## config.mk

```make
export PLATFORM = sky130hd
export DESIGN_NAME = fir_param_adapt_flat
export DESIGN_NICKNAME = d
export VERILOG_FILES = /design/src/rtl/fir_pkg.sv /design/src/rtl/fir_param_adapt_if.sv /design/src/rtl/fir_round_sat.sv /design/src/rtl/fir_param_adapt.sv /design/src/flat_wrapper.sv
export SDC_FILE = /design/constraint.sdc
export NUM_CORES = 1
export LEC_CHECK = 0
export ABC_AREA = 1
export ABC_CLOCK_PERIOD_IN_PS = 4560
export BUFFER_PORTS_ARGS = -buffer_cell sky130_fd_sc_hd__buf_2
export CAP_MARGIN = 10
export CORE_MARGIN = 2
export CORE_UTILIZATION = 30
export DETAILED_ROUTE_END_ITERATION = 10
export PLACE_DENSITY = 0.56
export SYNTH_ARGS = -nofsm -noshare
export SYNTH_HDL_FRONTEND = slang
export SYNTH_HIERARCHICAL = 1
export SYNTH_SLANG_ARGS = --single-unit
```

## constraint.sdc

```tcl
create_clock -name clk -period 4.56 [get_ports clk]
set_clock_uncertainty 0.15 [all_clocks]
set_input_delay 0.228 -clock clk [delete_from_list [all_inputs] [get_ports clk]]
set_output_delay 0.228 -clock clk [all_outputs]
set_load 0.05 [all_outputs]
```

## src/rtl/fir_pkg.sv

```systemverilog
// rtl/fir_pkg.sv - shared FSM encoding and width helpers for the reloadable FIR
package fir_pkg;

  typedef enum logic {
    RUN  = 1'b0,
    LOAD = 1'b1
  } fsm_state_t;

  function automatic int clog2(input int n);
    int r;
    r = 0;
    for (int v = n - 1; v > 0; v = v >> 1) r++;
    return r;
  endfunction

  // Full-precision accumulator: one product plus growth for summing ntaps of them.
  function automatic int acc_width(input int data_w, input int coef_w, input int ntaps);
    return data_w + coef_w + clog2(ntaps);
  endfunction

endpackage

```

## src/rtl/fir_param_adapt_if.sv

```systemverilog
// rtl/fir_param_adapt_if.sv - sample/coefficient input stream and filtered output stream
interface fir_param_adapt_if #(
  parameter int DATA_W = 6,
  parameter int OUT_W  = 8
);
  logic signed [DATA_W-1:0] s_axis_fir_tdata;
  logic                     s_axis_fir_tvalid;
  logic                     s_axis_fir_tready;
  logic                     s_set_coeffs;
  logic signed [OUT_W-1:0]  m_axis_fir_tdata;
  logic                     m_axis_fir_tvalid;
  logic                     m_axis_fir_tready;
  logic                     m_axis_fir_tuser;

  modport master (
    output s_axis_fir_tdata, s_axis_fir_tvalid, s_set_coeffs, m_axis_fir_tready,
    input  s_axis_fir_tready, m_axis_fir_tdata, m_axis_fir_tvalid, m_axis_fir_tuser
  );

  modport slave (
    input  s_axis_fir_tdata, s_axis_fir_tvalid, s_set_coeffs, m_axis_fir_tready,
    output s_axis_fir_tready, m_axis_fir_tdata, m_axis_fir_tvalid, m_axis_fir_tuser
  );
endinterface

```

## src/rtl/fir_round_sat.sv

```systemverilog
// rtl/fir_round_sat.sv - round-half-up right shift and clamp of the accumulator to OUT_W
module fir_round_sat #(
  parameter int ACC_W = 14,
  parameter int OUT_W = 8,
  parameter int SHIFT = 0
) (
  input  logic signed [ACC_W-1:0] sum,
  output logic signed [OUT_W-1:0] data,
  output logic                    sat
);
  // One extra bit so adding the rounding bias can never wrap.
  localparam int EXT_W  = ACC_W + 1;
  localparam int HALF_I = (SHIFT > 0) ? (1 << ((SHIFT > 0) ? SHIFT - 1 : 0)) : 0;
  localparam int MAX_I  = (1 << (OUT_W - 1)) - 1;
  localparam logic signed [EXT_W-1:0] HALF = EXT_W'(HALF_I);
  localparam logic signed [EXT_W-1:0] MAXV = EXT_W'(MAX_I);
  localparam logic signed [EXT_W-1:0] MINV = EXT_W'(-MAX_I - 1);

  logic signed [EXT_W-1:0] biased;
  logic signed [EXT_W-1:0] shifted;

  always_comb begin
    biased  = EXT_W'(sum) + HALF;
    shifted = biased >>> SHIFT;
    sat     = 1'b0;
    data    = shifted[OUT_W-1:0];
    if (shifted > MAXV) begin
      sat  = 1'b1;
      data = MAXV[OUT_W-1:0];
    end else if (shifted < MINV) begin
      sat  = 1'b1;
      data = MINV[OUT_W-1:0];
    end
  end
endmodule

```

## src/rtl/fir_param_adapt.sv

```systemverilog
// rtl/fir_param_adapt.sv - N-tap pipelined FIR with coefficients reloaded over the sample stream
module fir_param_adapt
  import fir_pkg::*;
#(
  parameter int DATA_W = 6,
  parameter int COEF_W = 6,
  parameter int NTAPS  = 3,
  parameter int OUT_W  = 8,
  parameter int SHIFT  = 0
) (
  input  logic              clk,
  input  logic              reset,
  fir_param_adapt_if.slave  bus
);
  localparam int ACC_W  = acc_width(DATA_W, COEF_W, NTAPS);
  localparam int PROD_W = DATA_W + COEF_W;
  localparam int CNT_W  = clog2(NTAPS);
  localparam logic [CNT_W-1:0] LAST = CNT_W'(NTAPS - 1);

  fsm_state_t               state, state_nx;
  logic [CNT_W-1:0]         cnt, cnt_nx;
  logic signed [DATA_W-1:0] x      [NTAPS];
  logic signed [DATA_W-1:0] xsh    [NTAPS];
  logic signed [COEF_W-1:0] coef   [NTAPS];
  logic signed [COEF_W-1:0] shadow [NTAPS];
  logic signed [PROD_W-1:0] p      [NTAPS];
  logic signed [PROD_W-1:0] p_c    [NTAPS];
  logic signed [COEF_W-1:0] coef_in;
  logic signed [ACC_W-1:0]  sum_c, sum_r;
  logic signed [OUT_W-1:0]  rs_data;
  logic                     rs_sat;
  logic                     vx, v1, v2;
  logic                     en, pipe_busy, acc, data_acc, coef_we, commit;

  // A coefficient beat waits until stage1/stage2/output are empty so no output mixes sets.
  assign en        = !bus.m_axis_fir_tvalid | bus.m_axis_fir_tready;
  assign pipe_busy = v1 | v2 | bus.m_axis_fir_tvalid;
  assign bus.s_axis_fir_tready = en & !(bus.s_set_coeffs & pipe_busy);
  assign acc       = bus.s_axis_fir_tvalid & bus.s_axis_fir_tready;
  assign coef_in   = bus.s_axis_fir_tdata[COEF_W-1:0];

  always_comb begin
    state_nx = state;
    cnt_nx   = cnt;
    data_acc = 1'b0;
    coef_we  = 1'b0;
    commit   = 1'b0;
    if (acc) begin
      if (bus.s_set_coeffs) begin
        coef_we = 1'b1;
        if (state == RUN) begin
          cnt_nx   = CNT_W'(1);
          state_nx = LOAD;
        end else if (cnt == LAST) begin
          commit   = 1'b1;
          cnt_nx   = '0;
          state_nx = RUN;
        end else begin
          cnt_nx = cnt + CNT_W'(1);
        end
      end else begin
        data_acc = 1'b1;
        if (state == LOAD) begin
          cnt_nx   = '0;
          state_nx = RUN;
        end
      end
    end
  end

  always_ff @(posedge clk or negedge reset) begin
    if (!reset) begin
      state <= RUN;
      cnt   <= '0;
    end else begin
      state <= state_nx;
      cnt   <= cnt_nx;
    end
  end

  // The final beat is written straight into coef alongside the buffered ones.
  always_ff @(posedge clk or negedge reset) begin
    if (!reset) begin
      for (int k = 0; k < NTAPS; k++) begin
        coef[k]   <= (k == 0) ? COEF_W'(1) : '0;
        shadow[k] <= '0;
      end
    end else if (coef_we) begin
      shadow[cnt] <= coef_in;
      if (commit) begin
        for (int k = 0; k < NTAPS; k++)
          coef[k] <= (CNT_W'(k) == cnt) ? coef_in : shadow[k];
      end
    end
  end

  always_comb begin
    xsh[0] = bus.s_axis_fir_tdata;
    for (int k = 1; k < NTAPS; k++) xsh[k] = x[k-1];
    sum_c = '0;
    for (int k = 0; k < NTAPS; k++) begin
      p_c[k] = PROD_W'(x[k]) * PROD_W'(coef[k]);
      sum_c  = sum_c + ACC_W'(p[k]);
    end
  end

  fir_round_sat #(.ACC_W(ACC_W), .OUT_W(OUT_W), .SHIFT(SHIFT)) u_round_sat (
    .sum  (sum_r),
    .data (rs_data),
    .sat  (rs_sat)
  );

  always_ff @(posedge clk or negedge reset) begin
    if (!reset) begin
      for (int k = 0; k < NTAPS; k++) begin
        x[k] <= '0;
        p[k] <= '0;
      end
      vx    <= 1'b0;
      v1    <= 1'b0;
      v2    <= 1'b0;
      sum_r <= '0;
      bus.m_axis_fir_tvalid <= 1'b0;
      bus.m_axis_fir_tdata  <= '0;
      bus.m_axis_fir_tuser  <= 1'b0;
    end else begin
      if (data_acc) x <= xsh;
      if (en) begin
        vx    <= data_acc;
        v1    <= vx;
        p     <= p_c;
        v2    <= v1;
        sum_r <= sum_c;
        bus.m_axis_fir_tvalid <= v2;
        bus.m_axis_fir_tdata  <= rs_data;
        bus.m_axis_fir_tuser  <= rs_sat;
      end
    end
  end
endmodule

```

## src/flat_wrapper.sv

```systemverilog
// flat-port wrapper written by rule: the top's interface ports become plain ports
module fir_param_adapt_flat import fir_pkg::*;
#(
  parameter int DATA_W = 6,
  parameter int COEF_W = 6,
  parameter int NTAPS  = 3,
  parameter int OUT_W  = 8,
  parameter int SHIFT  = 0
)
  (clk, reset, bus_s_axis_fir_tdata, bus_s_axis_fir_tvalid, bus_s_set_coeffs, bus_m_axis_fir_tready, bus_s_axis_fir_tready, bus_m_axis_fir_tdata, bus_m_axis_fir_tvalid, bus_m_axis_fir_tuser);
  fir_param_adapt_if #(.DATA_W(DATA_W), .OUT_W(OUT_W)) bus_i ();
  input  logic clk;
  input  logic reset;
  input wire logic [$bits(bus_i.s_axis_fir_tdata)-1:0] bus_s_axis_fir_tdata;
  input wire logic [$bits(bus_i.s_axis_fir_tvalid)-1:0] bus_s_axis_fir_tvalid;
  input wire logic [$bits(bus_i.s_set_coeffs)-1:0] bus_s_set_coeffs;
  input wire logic [$bits(bus_i.m_axis_fir_tready)-1:0] bus_m_axis_fir_tready;
  output wire logic [$bits(bus_i.s_axis_fir_tready)-1:0] bus_s_axis_fir_tready;
  output wire logic [$bits(bus_i.m_axis_fir_tdata)-1:0] bus_m_axis_fir_tdata;
  output wire logic [$bits(bus_i.m_axis_fir_tvalid)-1:0] bus_m_axis_fir_tvalid;
  output wire logic [$bits(bus_i.m_axis_fir_tuser)-1:0] bus_m_axis_fir_tuser;
  assign bus_i.s_axis_fir_tdata = bus_s_axis_fir_tdata;
  assign bus_i.s_axis_fir_tvalid = bus_s_axis_fir_tvalid;
  assign bus_i.s_set_coeffs = bus_s_set_coeffs;
  assign bus_i.m_axis_fir_tready = bus_m_axis_fir_tready;
  assign bus_s_axis_fir_tready = bus_i.s_axis_fir_tready;
  assign bus_m_axis_fir_tdata = bus_i.m_axis_fir_tdata;
  assign bus_m_axis_fir_tvalid = bus_i.m_axis_fir_tvalid;
  assign bus_m_axis_fir_tuser = bus_i.m_axis_fir_tuser;
  fir_param_adapt #(.DATA_W(DATA_W), .COEF_W(COEF_W), .NTAPS(NTAPS), .OUT_W(OUT_W), .SHIFT(SHIFT)) u_core (.clk(clk), .reset(reset), .bus(bus_i));
endmodule
```

==> impl_metrics.tcl, run 1 <==
set metrics [dict create \
    vias 7374 \
    gp_congestion 0.831 \
    slew_violations 0 \
    final_common_cell "nand2_1" \
    hp-class "in2reg" \
    final_cell_mix "nand2_1 (428), inv_1 (235), dfrtp_1 (119)" \
    cts_buffer_depth 2 \
    ctsHtreeMaxLevel 4 \
    register_area_sq_um 3000 \
    cts_resized 0 \
    ys.flop_type "dfrtp_1" \
    maxCapViolations 0 \
    cp.arrival_ns 4.48 \
    die_w_microns 186 \
    ant_nets 0 \
    nets 1458 \
    cp_max_fo 6 \
    post_cts_buffers 0 \
    hp-start "bus_s_set_coeffs" \
    ios 22 \
    drive_gt1_share_pct 6.41 \
    final_util_pct 34.5 \
    stdcell_count 1736 \
    routed_wl_microns 20500 \
    area_delta_synth_final_pct 13.2 \
    via_per_inst 4.25 \
    status "finished, final reports clean" \
    cts_sinks 120 \
    synth_edf_count 0 \
    multi_input_area_sq_um 5880 \
    ir_drop_uv 344 \
    die_h_microns 186 \
    synth_top_area_share_pct 30.0 \
    holdPathStages 4 \
    grt-ovfl-total 0 \
    drc 0 \
    drt_iter0_markers 277 \
    io_buffers 21 \
    tightest_slew_ns 1.04 \
    antenna_found_initial 0 \
    num_rows 66 \
    synth_area_per_cell_sq_um 7.90 \
    setup_viol 0 \
    clk_latency_ns 0.43 \
    fmax_mhz 231 \
    synth_cell_types 35 \
    diodes 0 \
    required_ns 4.72 \
    fin_setup_tns_ns 0 \
    cts_root_buf "clkbuf_16" \
    dp_hpwl_microns 16000 \
    drt-pass1-iter-count 4 \
    finalInstanceArea_sq_um 11200 \
    synth_seq_cells 120 \
    cts_tree "done" \
    p_per_area_nw_per_um2 590 \
    worstReg2RegEnd "u_core/p[10]" \
    yosys_warnings 6 \
    avgRoutedWirePerCell_microns 11.8 \
    reg2reg_depth 13 \
    placed_cells 1696 \
    yosysTopAreaCell "dfrtp_1" \
    slew_headroom_pct 30.7 \
    min_to "u_core/cnt[1]" \
    hold_viol 0 \
    start_kind "flop" \
    start_util_pct 30.5 \
    rrSetupSlack_ns 0.24 \
    die_area_sq_um 34500 \
    synth_area_leaders "dfrtp_1 (30%), fa_1 (18%), nand2_1 (16%), ha_1 (9.5%), inv_1 (8.9%)" \
    cp-end-kind "flop" \
    grt_max_degree 72 \
    cts_buffers 17 \
    grt.total_usage_pct 13.0 \
    layout_setup_ws_ns 0.240 \
    coreArea_sq_um 32500 \
    rsz0062_at_grt "false" \
    critPathKind "reg2reg" \
    clk_pin_slew_ns 0.06 \
    pre_cts_slack_ns 0.220 \
    final_min_period_over_clock_period_pct 94.7 \
    ys_async_sr_fraction_pct 100 \
    yosysSeqAreaShare_pct 30.3 \
    synth_fp_nets 1432 \
    fillCellCount 3467 \
    grt_pass1_wl_microns 35600 \
    synth_cells 1255 \
    first_global_vias 7165 \
    cellLeakagePower_nw 6.35 \
    synth_area_sq_um 9910 \
    dpl_cell_area_sq_um 10500 \
    fin_crit_ns 4.32 \
    timing.rr.start "u_core/coef[5]" \
]
[layout make-up]
cell class	instances	area share (%)
clock buffers	19	4.04
clock inverters	13	1.73
inverters	236	7.89
multi-input cells	868	52.4
flip-flops and latches	120	26.8
well taps	442	4.93
repair buffers	38	2.27
[critical path: stages, from the launching register on]
cell	delay [ns]
dfrtp_1	0.40
inv_1	0.12
or2_2	0.30
fa_1	0.51
fa_1	0.54
inv_1	0.05
fa_1	0.55
fa_1	0.47
fa_1	0.49
nand4_1	0.12
nand3_1	0.09
or2_2	0.27
nand3_1	0.07
nand2_1	0.06
[repair_timing]
| item | 4_1_cts | 5_1_grt |
|---|---|---|
| endpoints found under the hold margin | 57 | 0 |
| hold buffers | 8 | 0 |
| endpoints found under the setup margin | 0 | 0 |
[synthesized netlist by cell type, types with 4 or more instances]
cell / count
nor2_1: 46
a21oi_1: 25
xnor2_1: 9
mux2_2: 5
xor2_1: 12
clkbuf_1: 20
fa_1: 91
o21bai_1: 4
buf_2: 6
nand3_1: 47
nand2_1: 428
ha_1: 75
nand4_1: 11
o21ai_1: 19
inv_1: 235
o21ai_0: 73
dfrtp_1: 119
[flip-flops by register name, indices dropped and copies added (netlist names)]
register and cells:
u_core/sum_r 14, u_core/bus.m_axis_fir_tuser 1, u_core/bus.m_axis_fir_tvalid 1, u_core/state 1
u_core/p 36, u_core/bus.m_axis_fir_tdata 8, u_core/coef 18, u_core/vx 1
u_core/shadow 18, u_core/v1 1, u_core/cnt 2, u_core/v2 1
u_core/x 18
[stage by stage]
stage	hold slack [ns]	total power, mW
after floorplan	-0.218	4.39
after global placement	0.0789	5.15
after detailed placement	0.0844	5.19
after CTS	0.0728	6.72
after global routing	0.131	7.35
final	0.0927	6.62
[metal layers]
metal / vias up / GRT usage, % / part of all wire [%]
met4: 0 / 2.90 / 0.82
met2: 68 / 20.5 / 45
met5: - / 0 / 0
li1: 3893 / - / -
met1: 3398 / 18.3 / 52
met3: 15 / 2.66 / 2.2
[power breakdown]
group | switching (mW) | internal (mW) | total [mW]
Combinational | 2.08 | 1.23 | 3.31
Sequential | 0.368 | 1.48 | 1.85
Clock | 0.519 | 0.948 | 1.47
[cells by family (layout without fill, tap and decap cells)]
kind of cell | Yosys count | in the layout | share of synthesized area, %
AOI/OAI and AO/OA | 127 | 127 | 6.63
DFF | 120 | 120 | 30.3
muxes | 5 | 5 | 0.568
and+or+nand+nor | 549 | 549 | 22.3
adders and majority gates | 166 | 166 | 27.8
xor gates and xnor gates | 21 | 21 | 1.86
buffers and inverters | 267 | 306 | 10.5
[worst max path at each step]
| stage | cells after the start | start | to |
|---|---|---|---|
| finish | 13 | u_core/coef[5] | u_core/p[10] |
| global route | 13 | u_core/coef[5] | u_core/p[10] |
| CTS | 13 | u_core/coef[5] | u_core/p[10] |
| detailed placement | 13 | u_core/coef[5] | u_core/p[10] |
| global placement | 13 | u_core/coef[5] | u_core/p[10] |
| floorplan | 13 | u_core/coef[5] | u_core/p[10] |
Power figures use the tool's default switching activity.
==> run 2: changes to the inputs <==
- CORE_MARGIN: 2 -> unset
- GPL_ROUTABILITY_DRIVEN: unset -> 0
- PLACE_DENSITY: 0.56 -> 0.47
==> run 2 against run 1 <==
- routed wire length rose by 9.3%
- via count rose by 0.75%
- worst setup slack got worse by 0.0062 ns
- sequential share of layout area barely moved
- cell count rose by 0.35%
- clock power fell by 6%
- highest routed layer unchanged
==> impl_metrics.tcl, run 2 (synthesis gave the netlist of run 1 again) <==
set metrics [dict create \
    clk_pin_slew_ns 0.06 \
    grt_max_degree 54 \
    maxCapViolations 0 \
    rsz0062_at_grt "false" \
    fillCellCount 3465 \
    finalInstanceArea_sq_um 11200 \
    slew_headroom_pct 29.4 \
    slew_violations 0 \
    final_min_period_over_clock_period_pct 94.9 \
    avgRoutedWirePerCell_microns 12.9 \
    fin_crit_ns 4.33 \
    routed_wl_microns 22400 \
    area_delta_synth_final_pct 13.3 \
    vias 7429 \
    ios 22 \
    fmax_mhz 231 \
    drive_gt1_share_pct 6.85 \
    die_area_sq_um 33800 \
    cp_max_fo 6 \
    via_per_inst 4.26 \
    grt_pass1_wl_microns 39200 \
    route.met2.wl_microns 10200 \
    critPathKind "reg2reg" \
    setup_viol 0 \
    crit_path_start "u_core/coef[5]" \
    start_util_pct 30.5 \
    clk_latency_ns 0.44 \
    num_rows 66 \
    layout_setup_ws_ns 0.233 \
    start_kind "flop" \
    cts_buffers 17 \
    cts_root_buf "clkbuf_16" \
    p_per_area_nw_per_um2 590 \
    total_power_mw 6.63 \
    coreArea_sq_um 32500 \
    drt_iter0_markers 287 \
    cp.arrival_ns 4.49 \
    io_buffers 21 \
    hold_viol 0 \
    dpl_cell_area_sq_um 10500 \
    pre_cts_slack_ns 0.229 \
    diodes 0 \
    timing.rr.start "u_core/coef[5]" \
    path_delay_family "adder cells" \
    cts_tree "done" \
    cts_sinks 120 \
    largest_reg_flops 36 \
    rrSetupSlack_ns 0.23 \
    ctsHtreeMaxLevel 4 \
    crit_buf_inv 2 \
    fin_setup_tns_ns 0 \
    crit_chain "inv_1 -> or2_2 -> fa_1 -> fa_1 -> inv_1 -> fa_1 -> fa_1 -> fa_1 -> nand4_1 -> nand3_1 -> or2_2 -> nand3_1 -> nand2_1" \
    grt-ovfl-total 0 \
    cp-end-kind "flop" \
    nets 1464 \
    post_cts_buffers 0 \
    cpMostUsedCell "fa_1" \
    top_layer "met4" \
    crit_path_top_delay_cell "fa_1" \
    drt-pass1-iter-count 5 \
    drc 0 \
    drt-met1-wl_microns 11400 \
    required_ns 4.72 \
    cellLeakagePower_nw 6.37 \
    final_common_cell "nand2_1" \
    grt.total_usage_pct 14.7 \
    status "finished, final reports clean" \
    hp-start "bus_s_set_coeffs" \
    ant_nets 0 \
    first_global_vias 7720 \
    critPathMaxStageDelay_ns 0.55 \
    cts_buffer_depth 2 \
    tightest_slew_ns 1.06 \
    largest_register "u_core/p" \
    register_area_sq_um 3000 \
    antenna_found_initial 0 \
    final_cell_mix "nand2_1 (428), inv_1 (235), dfrtp_1 (119)" \
    ir_drop_uv 348 \
    die_w_microns 184 \
    dp_hpwl_microns 17600 \
    dr_wl_met3_microns 526 \
    multi_input_area_sq_um 5880 \
    hp-class "in2reg" \
    die_h_microns 184 \
]
run 2: cell types whose count changed in the layout (fill, tap and decap cells not counted), sizes merged:
cell,previous run,this run
inv,238,236
clkbuf,19,22
buf,30,36
clkinv,3,4
bufinv,4,2
run 2: stage by stage:
step                      util (%)  instances  hold slack, ns
after global placement        32.4       1702           0.131
after floorplan                  -       1255          -0.218
after detailed placement      32.4       1702           0.127
after global routing          34.5       1742           0.121
after CTS                     34.5       1742          0.0663
final                         34.5       1742          0.0850
run 2: area by class of cell:
class	instances	area share (%)
clock buffer	22	4.40
clock inverter	10	1.05
inverter	236	7.89
multi-input combinational	868	52.3
sequential	120	26.7
tap	442	4.92
timing repair buffer	44	2.67
run 2: report_power, final:
part | internal, mW | switching (mW)
clock | 0.875 | 0.510
combinational | 1.26 | 2.14
sequential | 1.48 | 0.357
run 2: worst reg2reg max path: cells and delay by family, from the launching register on:
| kind | cells | cell delay [ns] |
|---|---|---|
| AND/OR/NAND/NOR | 6 | 0.91 |
| adder cells (fa/ha/maj) | 5 | 2.57 |
| buffers and inverters | 2 | 0.17 |
| flip-flops | 1 | 0.40 |
run 2: path summary, 6_finish.rpt:
check / endpoint / depth (start not counted)
min in group asynchronous: u_core/bus.m_axis_fir_tdata[5] / 2
max in group asynchronous: u_core/x[11] / 3
min reg2reg: u_core/bus.m_axis_fir_tdata[2] / 2
max: u_core/p[10] / 13
max reg2reg: u_core/p[10] / 13
min: u_core/cnt[1] / 4
run 2: routing by layer:
| metal | vias up | global-route usage, % |
|---|---|---|
| li1 | 3902 | - |
| met1 | 3435 | 20.0 |
| met2 | 77 | 23.9 |
| met3 | 15 | 2.73 |
| met4 | 0 | 3.83 |
| met5 | - | 0 |
run 2: repair_timing:
item,CTS,global route
resized for setup,0,0
endpoints found under the hold margin,62,0
hold buffers,8,0
